==> src/rtl/serial_add_ctrl_if.sv <==
`default_nettype none
// ============================================================================
//  Module      : serial_add_ctrl_if
//  Description : Operand/result bundle for the bit-serial adder controller.
//                master : requester (drives start/a/b/cin, sees the result)
//                slave  : serial_add_ctrl
//  Signals     : start     - request an addition (acted on only when idle)
//                a, b      - WIDTH-bit operands
//                cin       - carry into bit 0
//                busy      - operation in flight (SHIFT or DONE)
//                done      - one-cycle result-valid pulse
//                sum       - WIDTH-bit result
//                cout      - carry out of the MSB
//                ovf       - two's-complement overflow
//  Revision    : 1.0 - initial release
// ============================================================================
interface serial_add_ctrl_if #(
  parameter int WIDTH = 4
) ();

  logic             start;
  logic [WIDTH-1:0] a;
  logic [WIDTH-1:0] b;
  logic             cin;
  logic             busy;
  logic             done;
  logic [WIDTH-1:0] sum;
  logic             cout;
  logic             ovf;

  modport master (
    output start, a, b, cin,
    input  busy, done, sum, cout, ovf
  );

  modport slave (
    input  start, a, b, cin,
    output busy, done, sum, cout, ovf
  );

endinterface
`default_nettype wire

==> src/rtl/serial_add_ctrl.sv <==
`default_nettype none
// ============================================================================
//  Module      : fulladder
//  Description : One-bit combinational full adder.
//  Ports       : a, b, cin (in)  - addend bits and carry in
//                sum, cout (out) - sum bit and carry out
//  Revision    : 1.0 - initial release
// ============================================================================
module fulladder (
  input  logic a,
  input  logic b,
  input  logic cin,
  output logic sum,
  output logic cout
);

  assign sum  = a ^ b ^ cin;
  assign cout = (a & b) | (a & cin) | (b & cin);

endmodule

// ============================================================================
//  Module      : serial_add_ctrl
//  Description : Bit-serial adder controller. Captures a WIDTH-bit operand
//                pair on an accepted start, feeds the operands LSB-first
//                through a single full adder (one bit per clock, carry held
//                in a flop) and presents sum/cout/ovf with a one-cycle done.
//  Ports       : clk   (in)  - rising-edge clock
//                rst_n (in)  - synchronous active-low reset
//                bus   (slave modport of serial_add_ctrl_if)
//  Revision    : 1.0 - initial release
// ============================================================================
module serial_add_ctrl #(
  parameter int WIDTH = 4
) (
  input  logic               clk,
  input  logic               rst_n,
  serial_add_ctrl_if.slave   bus
);

  localparam int               CNT_W = $clog2(WIDTH);
  localparam logic [CNT_W-1:0] LAST  = CNT_W'(WIDTH - 1);

  typedef enum logic [1:0] {
    ST_IDLE  = 2'd0,
    ST_SHIFT = 2'd1,
    ST_DONE  = 2'd2
  } state_t;

  state_t             state_q, state_d;
  logic [WIDTH-1:0]   a_sr_q, a_sr_d;
  logic [WIDTH-1:0]   b_sr_q, b_sr_d;
  logic [WIDTH-1:0]   s_sr_q, s_sr_d;
  logic               c_q, c_d;
  logic [CNT_W-1:0]   cnt_q, cnt_d;
  logic               cout_q, cout_d;
  logic               ovf_q, ovf_d;

  logic               fa_sum;
  logic               fa_cout;

  fulladder u_fa (
    .a    (a_sr_q[0]),
    .b    (b_sr_q[0]),
    .cin  (c_q),
    .sum  (fa_sum),
    .cout (fa_cout)
  );

  always_comb begin
    state_d = state_q;
    a_sr_d  = a_sr_q;
    b_sr_d  = b_sr_q;
    s_sr_d  = s_sr_q;
    c_d     = c_q;
    cnt_d   = cnt_q;
    cout_d  = cout_q;
    ovf_d   = ovf_q;

    case (state_q)
      ST_IDLE: begin
        // Without start everything holds, so the last result stays visible.
        if (bus.start) begin
          a_sr_d  = bus.a;
          b_sr_d  = bus.b;
          c_d     = bus.cin;
          cnt_d   = '0;
          s_sr_d  = '0;
          cout_d  = 1'b0;
          ovf_d   = 1'b0;
          state_d = ST_SHIFT;
        end
      end

      ST_SHIFT: begin
        a_sr_d = a_sr_q >> 1;
        b_sr_d = b_sr_q >> 1;
        // Sum bits enter at the MSB so bit 0 lands in s_sr[0] after WIDTH shifts.
        s_sr_d = {fa_sum, s_sr_q[WIDTH-1:1]};
        c_d    = fa_cout;
        cnt_d  = cnt_q + 1'b1;
        if (cnt_q == LAST) begin
          // c_q here is the carry into the MSB.
          cout_d  = fa_cout;
          ovf_d   = c_q ^ fa_cout;
          state_d = ST_DONE;
        end
      end

      ST_DONE: begin
        state_d = ST_IDLE;
      end

      default: begin
        state_d = ST_IDLE;
      end
    endcase
  end

  always_ff @(posedge clk) begin
    if (!rst_n) begin
      state_q <= ST_IDLE;
      a_sr_q  <= '0;
      b_sr_q  <= '0;
      s_sr_q  <= '0;
      c_q     <= 1'b0;
      cnt_q   <= '0;
      cout_q  <= 1'b0;
      ovf_q   <= 1'b0;
    end else begin
      state_q <= state_d;
      a_sr_q  <= a_sr_d;
      b_sr_q  <= b_sr_d;
      s_sr_q  <= s_sr_d;
      c_q     <= c_d;
      cnt_q   <= cnt_d;
      cout_q  <= cout_d;
      ovf_q   <= ovf_d;
    end
  end

  assign bus.busy = (state_q != ST_IDLE);
  assign bus.done = (state_q == ST_DONE);
  assign bus.sum  = s_sr_q;
  assign bus.cout = cout_q;
  assign bus.ovf  = ovf_q;

endmodule
`default_nettype wire

==> src/flat_wrapper.sv <==
// flat-port wrapper written by rule: the top's interface ports become plain ports
module serial_add_ctrl_flat 
#(
  parameter int WIDTH = 4
)
  (clk, rst_n, bus_start, bus_a, bus_b, bus_cin, bus_busy, bus_done, bus_sum, bus_cout, bus_ovf);
  serial_add_ctrl_if #(.WIDTH(WIDTH)) bus_i ();
  input  logic clk;
  input  logic rst_n;
  input wire logic [$bits(bus_i.start)-1:0] bus_start;
  input wire logic [$bits(bus_i.a)-1:0] bus_a;
  input wire logic [$bits(bus_i.b)-1:0] bus_b;
  input wire logic [$bits(bus_i.cin)-1:0] bus_cin;
  output wire logic [$bits(bus_i.busy)-1:0] bus_busy;
  output wire logic [$bits(bus_i.done)-1:0] bus_done;
  output wire logic [$bits(bus_i.sum)-1:0] bus_sum;
  output wire logic [$bits(bus_i.cout)-1:0] bus_cout;
  output wire logic [$bits(bus_i.ovf)-1:0] bus_ovf;
  assign bus_i.start = bus_start;
  assign bus_i.a = bus_a;
  assign bus_i.b = bus_b;
  assign bus_i.cin = bus_cin;
  assign bus_busy = bus_i.busy;
  assign bus_done = bus_i.done;
  assign bus_sum = bus_i.sum;
  assign bus_cout = bus_i.cout;
  assign bus_ovf = bus_i.ovf;
  serial_add_ctrl #(.WIDTH(WIDTH)) u_core (.clk(clk), .rst_n(rst_n), .bus(bus_i));
endmodule
==> config.mk <==
export PLATFORM = sky130hd
export DESIGN_NAME = serial_add_ctrl_flat
export DESIGN_NICKNAME = d
export VERILOG_FILES = /design/src/rtl/serial_add_ctrl_if.sv /design/src/rtl/serial_add_ctrl.sv /design/src/flat_wrapper.sv
export SDC_FILE = /design/constraint.sdc
export NUM_CORES = 1
export LEC_CHECK = 0
export BUFFER_PORTS_ARGS = -buffer_cell sky130_fd_sc_hd__buf_2
export CAP_MARGIN = 5
export CORE_AREA = 8 8 50 52
export CTS_CLUSTER_DIAMETER = 80
export DETAILED_ROUTE_END_ITERATION = 16
export DIE_AREA = 0 0 58 60
export PLACE_DENSITY_LB_ADDON = 0.2
export SLEW_MARGIN = 20
export SYNTH_ARGS = -nofsm -noshare
export SYNTH_HDL_FRONTEND = slang
export SYNTH_SLANG_ARGS = --single-unit
==> constraint.sdc <==
create_clock -name clk -period 1.78 [get_ports clk]
set_clock_uncertainty 0.1 [all_clocks]
set_input_delay 0.534 -clock clk [delete_from_list [all_inputs] [get_ports clk]]
set_output_delay 0.534 -clock clk [all_outputs]
set_load 0.02 [all_outputs]
==> results of run 1 <==
routing by layer:
| metal | vias to the layer above | wire length [um] |
|---|---|---|
| met3 | 4 | 62 |
| met4 | 0 | 29 |
| met2 | 12 | 751 |
| met5 | - | 0 |
| li1 | 338 | - |
| met1 | 285 | 779 |
stage by stage:
stage | hold WS (ps) | worst slack [ps] | cells | power, mW
finish | 361 | 67.0 | 122 | 0.802
detailed placement | 346 | 340 | 118 | 0.595
floorplan | 343 | 352 | 82 | 0.558
global route | 386 | 0.0125 | 122 | 0.851
global placement | 337 | 353 | 118 | 0.593
CTS | 361 | 46.8 | 122 | 0.811
synth_stat cells (all sizes together), types with 3 or more instances:
library cell	count	share of area, %
o22ai	3	2.3
nor2	3	1.4
nor2b	7	5.3
a21oi	4	2.9
dfxtp	19	46
mux2i	5	6.1
nand2	8	3.6
inv	3	1.4
o21ai	3	1.8
o211a	4	4.8
a22oi	5	4.5
final timing paths:
path | slack, ps | cells past startpoint | endpoint | startpoint
worst max register to register | 490 | 3 | u_core.bus.ovf | u_core.a_sr_q[0]
worst max-delay path | 70 | 3 | bus_done | u_core.state_q[0]
worst min register to register | 360 | 2 | u_core.bus.cout | u_core.bus.cout
worst min-delay path | 360 | 2 | u_core.bus.cout | u_core.bus.cout
sequential cells by signal, indices dropped and copies added, names as in the netlist:
name,count
u_core.a_sr_q,4
u_core.b_sr_q,4
u_core.bus.cout,1
u_core.bus.ovf,1
u_core.bus.sum,4
u_core.c_q,1
u_core.cnt_q,2
u_core.state_q,2
power by group:
part | leakage [nW] | internal, mW | switching [mW]
logic | 0.284 | 0.0593 | 0.0605
registers | 0.156 | 0.448 | 0.0163
clock network | 0.0150 | 0.0872 | 0.130
final cells by class:
type	instances	area share [%]
multi-input combinational	56	42.3
inverter	3	1.16
clock buffer	4	2.70
timing repair buffer	22	12.3
tap	18	2.31
sequential	19	39.2
worst max-delay path: stages (launching register included):
cell and delay [ps]:
dfxtp_1 350, buf_4 160, nor2_1 110, buf_4 150
what timing repair did:
item | CTS | global route
endpoints found under the setup margin | 1 | 1
hold buffers | 0 | 0
resized for setup | 1 | 1
cells by family after synthesis:
logic type / Yosys count / share of synthesized area, %
buffers and inverters: 7 / 4.23
xor gates and xnor gates: 1 / 1.06
muxes: 5 / 6.05
and+or+nand+nor: 22 / 14.7
AOI/OAI and AO/OA: 26 / 24.1
adders and majority gates: 2 / 3.93
DFF: 19 / 46.0
==> flow_metrics.tcl, run 1 <==
set metrics [dict create \
    overflow 0 \
    met1_usage_pct 12.0 \
    cp-end-kind "output port" \
    setup_viol 0 \
    first_pass_iters 4 \
    vias 639 \
    worstPathMaxFanout 6 \
    clk_latency_ps 290 \
    p_leak_nw 0.455 \
    tns_ps 0 \
    min_period_over_period_pct 96.2 \
    required_ps 1150 \
    hold_class "reg -> reg" \
    hold_viol 0 \
    grt_pass1_wl_um 2850 \
    grt_busiest_layer "met2" \
    grt_pass1_vias 656 \
    synth_cell_types 29 \
    grt_antenna_before_repair 0 \
    drc_errors 0 \
    die_area_sq_um 3480 \
    fmax_mhz 584 \
    final_cell_mix "buf_2 (18), dfxtp_1 (18), nand2_1 (8)" \
    placed_area_sq_um 943 \
    wl_per_cell_um 13.3 \
    async_flop_share_pct 0 \
    cts_sinks 19 \
    io-pin-count 20 \
    cts_buffers 3 \
    drv_cap 0 \
    seq_area_frac_synth_pct 46.0 \
    crit_path_start_kind "flip-flop" \
    cts_root_buffer "clkbuf_4" \
    track_usage_pct 10.5 \
    synth_warnings 0 \
    cts.clk_slew.worst_paths_ps 110 \
    start_util_pct 45.9 \
    use_met3_pct 2.58 \
    grt_max_degree 15 \
    die_x_um 58 \
    multiInputGateArea_sq_um 412 \
    fp.coreArea_sq_um 1800 \
    wirelength_um 1620 \
    syn-instance-count 82 \
    area_growth_syn_to_layout_pct 17.7 \
    ys.flop_type "dfxtp_1" \
    hpwl_um 1220 \
    viasPerCell 5.24 \
    grt_util_met2_pct 17.2 \
    fin_crit_ps 1710 \
    path_class "reg -> out" \
    cts_setup_buffers 0 \
    numPortBuffers 19 \
    ant_nets 0 \
    clockBufferDepth 2 \
    rsz0062_at_grt "no" \
    rows 16 \
    slew_headroom_pct 79.4 \
    post-route-util_pct 54.0 \
    drv_slew 0 \
    final_cell_area_sq_um 973 \
    synth-seq-cells 19 \
    outcome "completed" \
    worstMarginPinSlew_ps 309 \
    tritoncts "built" \
    drive_gt1_share_pct 31.7 \
    h-tree-depth 1 \
    syn-num-nets 96 \
    num_antenna_cells 0 \
    die_height_um 60 \
    syn_area_per_cell_sq_um 10.1 \
    synth.cell_area_sq_um 827 \
    powerDensity_nw_per_um2 824 \
    drt_iter0_markers 13 \
    n_fill_cell 172 \
    place_congestion 0.739 \
    final_nets 119 \
    synth-edff-count 0 \
    worst_ep_arrival_time_ps 1080 \
    ir_drop_mv 0.407 \
    ff_latch_area_sq_um 382 \
]
(Power assumes the default switching activity.)
==> run 2, diff against run 1 <==
- CAP_MARGIN: 5 -> default
- CORE_AREA: 8 8 50 52 -> 8 8 55 57
- DIE_AREA: 0 0 58 60 -> 0 0 63 65
==> run 2 against run 1 <==
Register-to-register slack about the same. Setup slack improved by 9.7 ps. Hold slack got worse by 13 ps. Utilization decreased by 8.4 points. Total power decreased by 0.28%. Critical endpoint is now bus_busy.
==> flow_metrics.tcl, run 2 (synthesis gave the netlist of run 1 again) <==
set metrics [dict create \
    wl_per_cell_um 12.5 \
    grt_pass1_wl_um 2860 \
    num_antenna_cells 0 \
    path_class "reg -> out" \
    crit_buf_inv 2 \
    cts_sinks 19 \
    drt_iter0_markers 13 \
    dp_slack_ps 339 \
    drv_slew 0 \
    r2r_setup_slack_ps 480 \
    drive_gt1_share_pct 32.0 \
    cp_slowest_cell "dfxtp_2" \
    hold_class "reg -> reg" \
    ant_nets 0 \
    outcome "completed" \
    tns_ps 0 \
    drv_cap 0 \
    worstPathMaxFanout 6 \
    cts.clk_slew.worst_paths_ps 110 \
    start_util_pct 38.5 \
    cp-end-kind "output port" \
    switching_power_uw 206 \
    drc_errors 0 \
    crit_chain "nor2_1, inv_1, buf_2" \
    r2r_end "u_core.bus.ovf" \
    cpLargestDelayFamily "flip-flops" \
    pwr-share-clk_pct 27.0 \
    overflow 0 \
    cts_hold_buf 0 \
    clk_latency_ps 300 \
    worstMarginPinSlew_ps 316 \
    rsz0062_at_grt "no" \
    grt_antenna_before_repair 0 \
    p_int_uw 594 \
    fp.coreArea_sq_um 2150 \
    r2r_cells 3 \
    first_pass_iters 4 \
    crit_path_start_kind "flip-flop" \
    rows 17 \
    min_period_over_period_pct 95.7 \
    ir_drop_mv 0.414 \
    cpPeakStageDelay_ps 360 \
    hold_viol 0 \
    grt_pass1_vias 651 \
    final_cell_mix "buf_2 (18), dfxtp_1 (17), nand2_1 (8)" \
    p_leak_nw 0.450 \
    track_usage_pct 8.80 \
    worst_ep_arrival_time_ps 1070 \
    holdWs_ps 348 \
    wirelength_um 1640 \
    required_ps 1150 \
    fin_crit_ps 1700 \
    vias 664 \
    cts_setup_buffers 0 \
    final_nets 118 \
    grt_max_degree 20 \
    clockBufferDepth 2 \
    worstHoldStart "u_core.bus.cout" \
    numPortBuffers 19 \
    setup_viol 0 \
    die_height_um 65 \
    die_x_um 63 \
    hold_depth 2 \
    cts_root_buffer "clkbuf_4" \
    seqPwrFrac_pct 58.2 \
    reg2reg_from "u_core.a_sr_q[0]" \
    area_growth_syn_to_layout_pct 18.5 \
    n_fill_cell 231 \
    powerDensity_nw_per_um2 816 \
    viasPerCell 5.07 \
    hpwl_um 1250 \
    fmax_mhz 587 \
    die_area_sq_um 4100 \
    p_sw_share_pct 25.8 \
    tritoncts "built" \
    cts_buffers 3 \
    setup_ws_ps 76.7 \
    h-tree-depth 1 \
    layout_commonest_cell "buf_2" \
    place_congestion 0.752 \
    p_comb_share_pct 14.7 \
    hold_end "u_core.bus.cout" \
    slew_headroom_pct 78.9 \
    io-pin-count 20 \
]
run 2: changes by cell type in the layout (fill, tap and decap cells not counted), sizes merged:
cell and change:
buf -1
run 2: how the worst max path moves through the flow:
| stage | startpoint | endpoint | slack, ps | depth (start not counted) |
|---|---|---|---|---|
| after floorplan | u_core.state_q[0] | bus_done | 350 | 2 |
| after global placement | u_core.state_q[1] | bus_done | 350 | 3 |
| after detailed placement | u_core.state_q[1] | bus_done | 340 | 3 |
| after CTS | u_core.state_q[0] | bus_done | 5 | 3 |
| after global routing | u_core.state_q[0] | bus_done | 5 | 3 |
| final | u_core.state_q[0] | bus_busy | 80 | 3 |
run 2: layout make-up:
cell class,instances,area (sq um),share of cell area [%]
clock buffer,4,26.3,2.68
inverter,3,11.3,1.15
multi-input combinational,56,412,42.0
sequential,19,383,39.1
tap,28,35.0,3.58
timing repair buffer,21,113,11.5
run 2: routing by layer:
metal	global-route usage [%]	wire, um	vias up
li1	-	-	335
met1	10.4	772	306
met2	12.4	696	18
met3	3.61	123	5
met4	6.84	50	0
met5	0	0	-
run 2: worst register-to-register path, delay by kind of cell (launching register included):
kind,cells,cell delay [ps]
fa+ha+maj,1,470
flops,1,350
xor+xnor,1,160
compound gates,1,120
run 2: power groups by stage:
stage,sequential (mW),clock (mW),combinational (mW)
2_1_floorplan,0.474,0,0.0845
3_3_place_gp,0.475,0,0.118
3_5_place_dp,0.475,0,0.119
4_1_cts,0.465,0.230,0.119
5_1_grt,0.469,0.249,0.133
6_report,0.466,0.216,0.118
run 2: repair_timing:
item	CTS	global route
pin swaps	0	0
gates resized for setup	1	2
endpoints found under the setup margin	1	2
run 2: stage by stage:
stage	cell area [sq um]	utilization (%)	instances	power (mW)
2_1_floorplan	827	-	82	0.558
3_3_place_gp	948	44.1	127	0.593
3_5_place_dp	948	44.1	127	0.594
4_1_cts	976	45.4	131	0.815
5_1_grt	980	45.6	131	0.852
6_report	980	45.6	131	0.799
